[src/rtl/regfile_wb_arbiter_if.sv]
// Writeback bus between the two requesters, the clear control and the RegFile write port.
// master = requester/control side, slave = the arbiter.
interface regfile_wb_arbiter_if #(
   parameter int WIDTH  = 32,
   parameter int RWIDTH = 5,
   parameter int NREGS  = 32
);
   logic              clr_req;
   logic              clr_busy;
   logic              a_valid;
   logic              a_ready;
   logic [RWIDTH-1:0] a_rd;
   logic [WIDTH-1:0]  a_data;
   logic              b_valid;
   logic              b_ready;
   logic [RWIDTH-1:0] b_rd;
   logic [WIDTH-1:0]  b_data;
   logic              rf_we;
   logic [RWIDTH-1:0] rf_rd;
   logic [WIDTH-1:0]  rf_indata;
   logic [NREGS-1:0]  pend_mask;

   modport master (
      output clr_req, a_valid, a_rd, a_data, b_valid, b_rd, b_data,
      input  clr_busy, a_ready, b_ready, rf_we, rf_rd, rf_indata, pend_mask
   );

   modport slave (
      input  clr_req, a_valid, a_rd, a_data, b_valid, b_rd, b_data,
      output clr_busy, a_ready, b_ready, rf_we, rf_rd, rf_indata, pend_mask
   );
endinterface

[src/rtl/regfile_wb_arbiter.sv]
// Single-write-port owner of the RegFile: arbitrates two buffered writeback requesters
// and sweeps every register to zero after reset or on a clear request.
module regfile_wb_arbiter #(
   parameter int WIDTH  = 32,
   parameter int RWIDTH = 5,
   parameter int NREGS  = 32
) (
   input logic                 clk,
   input logic                 reset,
   regfile_wb_arbiter_if.slave bus
);

   typedef enum logic {ST_CLEAR, ST_RUN} state_e;

   typedef struct packed {
      logic              vld;
      logic [RWIDTH-1:0] rd;
      logic [WIDTH-1:0]  data;
   } wb_buf_t;

   state_e            state_q, state_d;
   logic [RWIDTH-1:0] cnt_q, cnt_d;
   logic              armed_q, armed_d;     // first cycle out of reset has passed
   logic              rr_q, rr_d;           // 1: B wins the next contested grant
   logic              older_b_q, older_b_d; // B entry arrived before the A entry
   wb_buf_t           buf_a_q, buf_a_d;
   wb_buf_t           buf_b_q, buf_b_d;

   logic run, contested, same_rd;
   logic grant_a, grant_b;
   logic load_a, load_b;
   logic a_stays, b_stays;

   assign run       = (state_q == ST_RUN);
   assign same_rd   = (buf_a_q.rd == buf_b_q.rd);
   assign contested = run & buf_a_q.vld & buf_b_q.vld & ~same_rd;

   always_comb begin
      // NOTE: every signal gets a default before any branch, so no path can infer a latch.
      grant_a = 1'b0;
      grant_b = 1'b0;
      if (run) begin
         if (buf_a_q.vld && buf_b_q.vld) begin
            grant_b = same_rd ? older_b_q : rr_q;
            grant_a = ~grant_b;
         end else begin
            grant_a = buf_a_q.vld;
            grant_b = buf_b_q.vld;
         end
      end
   end

   // Readies look only at state, clr_req and the buffers, never at the valids.
   assign bus.a_ready = run & ~bus.clr_req & (~buf_a_q.vld | grant_a);
   assign bus.b_ready = run & ~bus.clr_req & (~buf_b_q.vld | grant_b);

   // A transfer to r0 completes the handshake but is dropped here.
   assign load_a  = bus.a_valid & bus.a_ready & (bus.a_rd != '0);
   assign load_b  = bus.b_valid & bus.b_ready & (bus.b_rd != '0);
   assign a_stays = buf_a_q.vld & ~grant_a;
   assign b_stays = buf_b_q.vld & ~grant_b;

   always_comb begin
      state_d   = state_q;
      cnt_d     = cnt_q;
      armed_d   = 1'b1;
      rr_d      = rr_q;
      older_b_d = older_b_q;
      buf_a_d   = buf_a_q;
      buf_b_d   = buf_b_q;

      buf_a_d.vld = a_stays | load_a;
      if (load_a) begin
         buf_a_d.rd   = bus.a_rd;
         buf_a_d.data = bus.a_data;
      end
      buf_b_d.vld = b_stays | load_b;
      if (load_b) begin
         buf_b_d.rd   = bus.b_rd;
         buf_b_d.data = bus.b_data;
      end

      if (contested) begin
         rr_d = grant_a;
      end

      // Age only matters when both entries target the same register.
      if (load_a && load_b) begin
         older_b_d = 1'b0;
      end else if (load_a) begin
         older_b_d = b_stays;
      end else if (load_b) begin
         older_b_d = ~a_stays;
      end

      case (state_q)
         ST_CLEAR: begin
            if (armed_q) begin
               if (cnt_q == RWIDTH'(NREGS - 1)) begin
                  state_d = ST_RUN;
                  cnt_d   = '0;
               end else begin
                  cnt_d = cnt_q + RWIDTH'(1);
               end
            end
         end
         ST_RUN: begin
            if (bus.clr_req && !buf_a_q.vld && !buf_b_q.vld) begin
               state_d = ST_CLEAR;
               cnt_d   = '0;
            end
         end
         default: state_d = ST_CLEAR;
      endcase
   end

   // Write port is a pure function of registered state: no input reaches it.
   always_comb begin
      bus.rf_we     = 1'b0;
      bus.rf_rd     = '0;
      bus.rf_indata = '0;
      if (state_q == ST_CLEAR) begin
         bus.rf_we = armed_q;
         bus.rf_rd = cnt_q;
      end else if (grant_a) begin
         bus.rf_we     = 1'b1;
         bus.rf_rd     = buf_a_q.rd;
         bus.rf_indata = buf_a_q.data;
      end else if (grant_b) begin
         bus.rf_we     = 1'b1;
         bus.rf_rd     = buf_b_q.rd;
         bus.rf_indata = buf_b_q.data;
      end
   end

   assign bus.clr_busy  = (state_q == ST_CLEAR);
   assign bus.pend_mask = (buf_a_q.vld ? (NREGS'(1) << buf_a_q.rd) : '0)
                        | (buf_b_q.vld ? (NREGS'(1) << buf_b_q.rd) : '0);

   always_ff @(posedge clk) begin
      // NOTE: sequential state uses non-blocking assignments so every flop samples pre-edge values.
      if (reset) begin
         state_q   <= ST_CLEAR;
         cnt_q     <= '0;
         armed_q   <= 1'b0;
         rr_q      <= 1'b0;
         older_b_q <= 1'b0;
         buf_a_q   <= '0;
         buf_b_q   <= '0;
      end else begin
         state_q   <= state_d;
         cnt_q     <= cnt_d;
         armed_q   <= armed_d;
         rr_q      <= rr_d;
         older_b_q <= older_b_d;
         buf_a_q   <= buf_a_d;
         buf_b_q   <= buf_b_d;
      end
   end

endmodule

[src/flat_wrapper.sv]
// flat-port wrapper written by rule: the top's interface ports become plain ports
module regfile_wb_arbiter_flat 
#(
   parameter int WIDTH  = 32,
   parameter int RWIDTH = 5,
   parameter int NREGS  = 32
)
  (clk, reset, bus_clr_req, bus_a_valid, bus_a_rd, bus_a_data, bus_b_valid, bus_b_rd, bus_b_data, bus_clr_busy, bus_a_ready, bus_b_ready, bus_rf_we, bus_rf_rd, bus_rf_indata, bus_pend_mask);
  regfile_wb_arbiter_if #(.WIDTH(WIDTH), .RWIDTH(RWIDTH), .NREGS(NREGS)) bus_i ();
  input logic clk;
  input logic reset;
  input wire logic [$bits(bus_i.clr_req)-1:0] bus_clr_req;
  input wire logic [$bits(bus_i.a_valid)-1:0] bus_a_valid;
  input wire logic [$bits(bus_i.a_rd)-1:0] bus_a_rd;
  input wire logic [$bits(bus_i.a_data)-1:0] bus_a_data;
  input wire logic [$bits(bus_i.b_valid)-1:0] bus_b_valid;
  input wire logic [$bits(bus_i.b_rd)-1:0] bus_b_rd;
  input wire logic [$bits(bus_i.b_data)-1:0] bus_b_data;
  output wire logic [$bits(bus_i.clr_busy)-1:0] bus_clr_busy;
  output wire logic [$bits(bus_i.a_ready)-1:0] bus_a_ready;
  output wire logic [$bits(bus_i.b_ready)-1:0] bus_b_ready;
  output wire logic [$bits(bus_i.rf_we)-1:0] bus_rf_we;
  output wire logic [$bits(bus_i.rf_rd)-1:0] bus_rf_rd;
  output wire logic [$bits(bus_i.rf_indata)-1:0] bus_rf_indata;
  output wire logic [$bits(bus_i.pend_mask)-1:0] bus_pend_mask;
  assign bus_i.clr_req = bus_clr_req;
  assign bus_i.a_valid = bus_a_valid;
  assign bus_i.a_rd = bus_a_rd;
  assign bus_i.a_data = bus_a_data;
  assign bus_i.b_valid = bus_b_valid;
  assign bus_i.b_rd = bus_b_rd;
  assign bus_i.b_data = bus_b_data;
  assign bus_clr_busy = bus_i.clr_busy;
  assign bus_a_ready = bus_i.a_ready;
  assign bus_b_ready = bus_i.b_ready;
  assign bus_rf_we = bus_i.rf_we;
  assign bus_rf_rd = bus_i.rf_rd;
  assign bus_rf_indata = bus_i.rf_indata;
  assign bus_pend_mask = bus_i.pend_mask;
  regfile_wb_arbiter #(.WIDTH(WIDTH), .RWIDTH(RWIDTH), .NREGS(NREGS)) u_core (.clk(clk), .reset(reset), .bus(bus_i));
endmodule
[config.mk]
export PLATFORM = sky130hd
export DESIGN_NAME = regfile_wb_arbiter_flat
export DESIGN_NICKNAME = d
export VERILOG_FILES = /design/src/rtl/regfile_wb_arbiter_if.sv /design/src/rtl/regfile_wb_arbiter.sv /design/src/flat_wrapper.sv
export SDC_FILE = /design/constraint.sdc
export NUM_CORES = 1
export LEC_CHECK = 0
export ABC_AREA = 1
export CAP_MARGIN = 20
export CORE_MARGIN = 3
export CORE_UTILIZATION = 41
export CTS_CLUSTER_DIAMETER = 50
export DETAILED_ROUTE_END_ITERATION = 10
export PLACE_DENSITY = 0.77
export SLEW_MARGIN = 5
export SYNTH_ARGS = -nofsm -noshare
export SYNTH_HDL_FRONTEND = slang
export SYNTH_SLANG_ARGS = --single-unit
export TNS_END_PERCENT = 5
[constraint.sdc]
create_clock -name clk -period 1.8 [get_ports clk]
set_input_delay 0.18 -clock clk [delete_from_list [all_inputs] [get_ports clk]]
set_output_delay 0.18 -clock clk [all_outputs]
set_load 0.05 [all_outputs]
==> impl_metrics.json, run 1 <==
{
  "synth_most_common_cell": "inv_1",
  "yosysTopAreaCell": "dfxtp_1",
  "dr.pass1.iters": 6,
  "area_growth_pct": 86.5,
  "synth_compound_area_share_pct": 30.7,
  "worstRegToRegCells": 14,
  "grt_pass1_vias": 4897,
  "grt_max_degree": 28,
  "yosys.area_share.simple_pct": 13.2,
  "start_util_pct": 42.5,
  "drt-total-wl_um": 14800,
  "synth_cell_type_count": 33,
  "finalHoldViolCount": 0,
  "crit_buf_inv": 4,
  "skew_ns": 0.0164,
  "cts_made_buffers": 9,
  "synth_ff_type": "dfxtp_1",
  "ys_top_cells_by_count": "95 x inv_1, 85 x dfxtp_1, 68 x a21oi_1",
  "switchingPower_mw": 0.852,
  "period_needed_ns": 2.21,
  "insertedDiodeCount": 0,
  "crit_family": "simple AND/OR/NAND/NOR gates",
  "r2r-start": "u_core.buf_b_q[35]",
  "cts_tree": "done",
  "hold_path_end": "u_core.buf_b_q[34]",
  "violations": "setup timing",
  "regArea_mm2": 0.00172,
  "h-tree-depth": 3,
  "tightestPinTransition_ns": 0.588,
  "core_mm2": 0.00986,
  "grt_pass1_wl_um": 23800,
  "cp-end-kind": "output port",
  "place_inst": 877,
  "synth_edf_count": 0,
  "status": "complete, but fails checks",
  "vias": 4868,
  "cts.path.max_buffers": 2,
  "synth_mux_area_share_pct": 0,
  "io-pin-count": 152,
  "io_buffers": 151,
  "num-nets-final": 845,
  "gp_congestion": 0.883,
  "p_leak_nw": 2.72,
  "synth_area_mm2": 0.00420,
  "cpPeakStageDelay_ns": 0.38,
  "wl_per_cell_um": 16.4,
  "ant_nets": 0,
  "clock.fmax_ghz": 0.452,
  "multi_input_area_mm2": 0.00244,
  "total_power_mw": 3.62,
  "final_layout_size_suffix_gt1_share_pct": 31.7,
  "rsz0062_at_grt": "true",
  "whs_path_depth": 3,
  "fill_cells": 633,
  "clock_sinks": 85,
  "synth_top_area_share_pct": 40.6,
  "drcViolationCount": 0,
  "comb_power_share_pct": 9.1,
  "insertion_delay_ns": 0.36,
  "relSlewSlack_pct": 60.7,
  "finalCritPeriodShare_pct": 123,
  "syn_inst": 575,
  "path_class": "flop to output port",
  "stdcell_count": 902,
  "synthXorXnorAreaFrac_pct": 0.418,
  "min_from": "bus_b_rd[2]",
  "synthAdderAreaFrac_pct": 0.596,
  "avgViaCountPerCell": 5.40,
  "powerDensity_mw_per_mm2": 462,
  "cpMostUsedCell": "buf_12",
  "peakVddDrop_mv": 0.342,
  "crit_path_max_fanout": 7,
  "die_area_mm2": 0.0115,
  "r2r_slack_ns": -0.11,
  "path_cells": "inv_2 > nand2_2 > nand2_2 > nor2_4 > nand4_1 > nand3_2 > nand2_4 > buf_12 > buf_12 > o22ai_4 > buf_12",
  "track_usage_pct": 25.7,
  "synth-seq-cells": 85,
  "hold_buffers": 0,
  "overflow": 0,
  "start_kind": "flop",
  "fin_ws_ns": -0.411,
  "num_rows": 36,
  "dp_hpwl_um": 11300,
  "drtIter0Drc": 332,
  "drv_cap": 0,
  "drv_slew": 0,
  "synth_top_family_by_area": "compound AO/OA/AOI/OAI gates",
  "synth-seq-area-share_pct": 40.6,
  "hold_class": "input pin to flop",
  "netSwitchingFraction_pct": 23.5,
  "synth_fp_nets": 656,
  "clockPowerShare_pct": 38.9,
  "p_int_mw": 2.77,
  "crit_required_ns": 1.62,
  "setup_viol": 104,
  "critPathArrivalTime_ns": 2.03,
  "pwr-share-seq_pct": 52.1,
  "fp.dieW_um": 107,
  "clk_pin_slew_ns": 0.08,
  "crit_slowest_cell": "dfxtp_4",
  "die_h_um": 107,
  "r2r-end": "u_core.buf_b_q[21]",
  "syn_avg_cell_area_um2": 7.30,
  "antenna_found_initial": 0,
  "async_flop_share_pct": 0,
  "synthTopCellsByArea": "dfxtp_1 41%, o22ai_1 9.5%, inv_1 8.5%, a21oi_1 8.1%, o21ai_1 5.7%",
  "yosysWarnings": 0,
  "cts_root_buf": "clkbuf_8"
}
[kinds of logic (layout without fill, tap and decap cells)]
family                     after synthesis  count (layout)
and+or+nand+nor                        118             118
AOI/OAI and AO/OA                      228             228
xor gates and xnor gates                 2               2
adders and majority gates                2               2
buffers and inverters                  140             334
DFF                                     85              85
[power by group through the flow]
stage	logic (mW)	clock network, mW	registers [mW]
2_1_floorplan	0.0985	0	1.93
3_3_place_gp	0.311	0	1.93
3_5_place_dp	0.319	0	1.93
4_1_cts	0.325	1.44	1.89
5_1_grt	0.349	1.51	1.89
6_report	0.328	1.41	1.88
[state kept, by name, indices dropped and copies added (netlist names)]
signal,count
u_core.rr_q,1
u_core.buf_b_q,38
u_core.run,1
u_core.buf_a_q,38
u_core.older_b_q,1
u_core.cnt_q,5
u_core.armed_q,1
[per-stage QoR]
step           hold WS [ns]  setup TNS, ns  instance area [um^2]  setup WS, ns  util (%)
2_1_floorplan         0.249        -0.0891                  4780       -0.0166         -
3_3_place_gp          0.464          -3.40                  7430       -0.0782      75.3
3_5_place_dp          0.503         -10.34                  7430        -0.222      75.3
4_1_cts               0.408         -21.94                  7750        -0.408      78.6
5_1_grt               0.428         -42.04                  7830        -0.529      79.3
6_report              0.423         -21.82                  7830        -0.411      79.3
[how the worst max path moves through the flow]
stage,from,end,slack [ns],cells after the start
floorplan,u_core.buf_a_q[32],bus_pend_mask[15],-0.02,4
global placement,u_core.buf_b_q[34],u_core.buf_b_q[27],-0.08,14
detailed placement,u_core.buf_b_q[34],u_core.buf_a_q[31],-0.22,12
CTS,u_core.buf_b_q[35],bus_rf_indata[9],-0.41,11
global route,u_core.buf_b_q[34],bus_rf_indata[6],-0.53,12
finish,u_core.buf_b_q[35],bus_rf_indata[9],-0.41,11
[metal layers]
metal / share of wire (%) / wire, um / global-route usage [%] / up-vias
met1: 41 / 6030 / 31.8 / 2295
met4: 2.5 / 369 / 9.50 / 0
met5: 0 / 0 / 0 / -
met2: 51 / 7570 / 44.5 / 184
met3: 5.7 / 844 / 4.39 / 32
li1: - / - / - / 2357
[area by class of cell]
cell class                 instances  share of cell area [%]
timing repair buffer             218                    37.3
multi-input combinational        350                    31.2
sequential                        85                    21.9
inverter                         100                    4.80
tap                              133                    2.13
clock buffer                      10                    1.76
clock inverter                     6                   0.879
[cells in the final DEF, fill, tap and decap left out, types with 5 or more instances in the layout]
cell type / instances
nand2_1: 48
buf_6: 6
o21ai_0: 28
a21oi_2: 9
dfxtp_1: 77
buf_4: 49
o221ai_2: 5
clkdlybuf4s50_1: 78
nor3_1: 8
clkbuf_8: 10
o21ai_1: 49
dfxtp_2: 6
nand4_1: 11
buf_12: 84
a21oi_1: 68
o22ai_4: 32
inv_1: 91
nor2_1: 11
o22ai_1: 31
inv_2: 9
nand2_2: 9
nand3_1: 13
[what timing repair did]
item | CTS | global route
pin swaps | 6 | 4
gates cloned | 0 | 1
buffers inserted | 7 | 1
gates resized for setup | 21 | 13
endpoints found under the setup margin | 142 | 148
[worst min-delay path, stage by stage]
cell and delay, ns:
clkdlybuf4s50_1 0.40, inv_1 0.09, a21oi_1 0.06
Power figures use the tool's default switching activity.
==> run 2: changes to the inputs <==
--- a/config.mk
+++ b/config.mk
@@ -11,6 +11,7 @@
 export CORE_UTILIZATION = 41
 export CTS_CLUSTER_DIAMETER = 50
 export DETAILED_ROUTE_END_ITERATION = 10
+export GPL_ROUTABILITY_DRIVEN = 0
 export PLACE_DENSITY = 0.77
 export SLEW_MARGIN = 5
 export SYNTH_ARGS = -nofsm -noshare
==> run 2 against run 1 <==
Compared with the run above:
- the flow still finishes with violations (setup timing)
- combinational power about the same
- count of clock-buffer cells in the layout is the same
- sequential power is essentially flat
- largest cell class unchanged
- first-iteration DRC count is 6.3% lower
- non-clock buffer count down 17
- register-to-register slack got worse by 0.16 ns
- cell area decreased by 1.8%
- setup slack worse by 0.026 ns
- cell count fell by 1.9%
- critical path depth down 1
- global-route usage is 1.2 points lower
- maximum frequency shrank 1.2%
==> impl_metrics.json, run 2 (synthesis results as in run 1) <==
{
  "status": "complete, but fails checks",
  "violations": "setup timing",
  "dr.pass1.iters": 5,
  "period_needed_ns": 2.24,
  "biggestRegsByFlops": "u_core.buf_a_q: 38 flops, u_core.buf_b_q: 38 flops, u_core.cnt_q: 5 flops",
  "final_common_cell": "inv_1",
  "die_area_mm2": 0.0115,
  "hold_buffers": 0,
  "core_mm2": 0.00986,
  "h-tree-depth": 3,
  "fin_util_pct": 77.9,
  "cts_tree": "done",
  "powerDensity_mw_per_mm2": 458,
  "crit_buf_inv": 3,
  "rsz0062_at_grt": "true",
  "die_h_um": 107,
  "path_class": "flop to output port",
  "grt_max_degree": 55,
  "peakVddDrop_mv": 0.391,
  "dp_hpwl_um": 10400,
  "skew_ns": 0.0110,
  "drv_cap": 0,
  "clk_pin_slew_ns": 0.08,
  "cts_made_buffers": 9,
  "p_leak_nw": 2.61,
  "cpPeakStageDelay_ns": 0.37,
  "start_util_pct": 42.5,
  "start_kind": "flop",
  "overflow": 0,
  "area_growth_pct": 83.2,
  "track_usage_pct": 24.5,
  "num-nets-final": 828,
  "critPathArrivalTime_ns": 2.06,
  "cts_root_buf": "clkbuf_8",
  "drt-total-wl_um": 14600,
  "crit_slowest_cell": "dfxtp_2",
  "total_power_mw": 3.52,
  "fp.dieW_um": 107,
  "cp-end-kind": "output port",
  "io_buffers": 151,
  "grt_pass1_wl_um": 22800,
  "num_rows": 36,
  "relSlewSlack_pct": 63.2,
  "path_cells": "inv_2 > nand2_1 > nand2_2 > nor2_4 > nand4_1 > nand3_4 > nand2_8 > clkbuf_16 > o22ai_4 > buf_12",
  "vias": 4820,
  "tightestPinTransition_ns": 0.551,
  "fin_ws_ns": -0.437,
  "setup_viol": 142,
  "insertion_delay_ns": 0.36,
  "drcViolationCount": 0,
  "clock_sinks": 85,
  "drv_slew": 0,
  "wl_per_cell_um": 16.5,
  "final_layout_size_suffix_gt1_share_pct": 31.0,
  "clock.fmax_ghz": 0.447,
  "io-pin-count": 152,
  "antenna_found_initial": 0,
  "fin_hold_ws_ns": 0.388,
  "grt_pass1_vias": 4702,
  "ant_nets": 0,
  "cts.path.max_buffers": 2,
  "finalHoldViolCount": 0,
  "drtIter0Drc": 311,
  "crit_path_max_fanout": 8,
  "avgViaCountPerCell": 5.45,
  "hold_class": "input pin to flop",
  "finalCritPeriodShare_pct": 124,
  "insertedDiodeCount": 0,
  "crit_required_ns": 1.62,
  "crit_family": "simple AND/OR/NAND/NOR gates",
  "layout_common_cells": "91 x inv_1, 78 x clkdlybuf4s50_1, 76 x dfxtp_1"
}
[run 2: layout make-up]
type | count | area [um^2]
repair buffers | 201 | 2740
multi-input cells | 350 | 2500
fillers | 605 | 2180
flip-flops and latches | 85 | 1720
inverters | 100 | 375
well taps | 133 | 166
clock buffers | 10 | 138
clock inverters | 6 | 50.0
[run 2: layer usage]
layer | part of all wire, % | track usage [%] | vias up
met2 | 52 | 43.8 | 223
met3 | 7.2 | 5.24 | 28
met1 | 39 | 29.6 | 2245
met4 | 1.9 | 6.48 | 0
met5 | 0 | 0 | -
li1 | - | - | 2324
[run 2: worst reg2reg max path: cells and delay by family (launching register included)]
kind                   cells  cell delay (ns)
and+or+nand+nor            9             0.89
buffers and inverters      3             0.42
DFF                        1             0.37
AOI/OAI and AO/OA          2             0.31
[run 2: through the flow]
stage          worst slack (ns)  TNS, ns  instance area [um^2]  std cells
4_1_cts                  -0.387   -31.40                  7500        879
3_5_place_dp             -0.155    -9.04                  7140        858
3_3_place_gp            -0.0775    -2.39                  7140        858
6_report                 -0.437   -34.04                  7690        885
2_1_floorplan           -0.0166  -0.0891                  4780        575
5_1_grt                  -0.533   -52.55                  7690        885
[run 2: worst paths after layout]
check,start,endpoint,slack (ns),depth (start not counted)
worst min register to register,u_core.buf_a_q[0],u_core.buf_a_q[0],0.51,2
worst max register to register,u_core.buf_a_q[33],u_core.buf_b_q[22],-0.27,14
worst min-delay path,bus_b_rd[2],u_core.buf_b_q[34],0.39,3
worst max-delay path,u_core.buf_a_q[33],bus_rf_indata[0],-0.44,10
[run 2: power breakdown]
| group | total, mW | switching (mW) | internal [mW] |
|---|---|---|---|
| sequential | 1.88 | 0.00422 | 1.88 |
| clock | 1.30 | 0.746 | 0.559 |
| combinational | 0.328 | 0.129 | 0.198 |
[run 2: repair_timing]
item	CTS	global route
pin swaps	10	13
gates resized for setup	30	38
cloned	2	3
buffers inserted	3	3
setup endpoints to repair	147	148
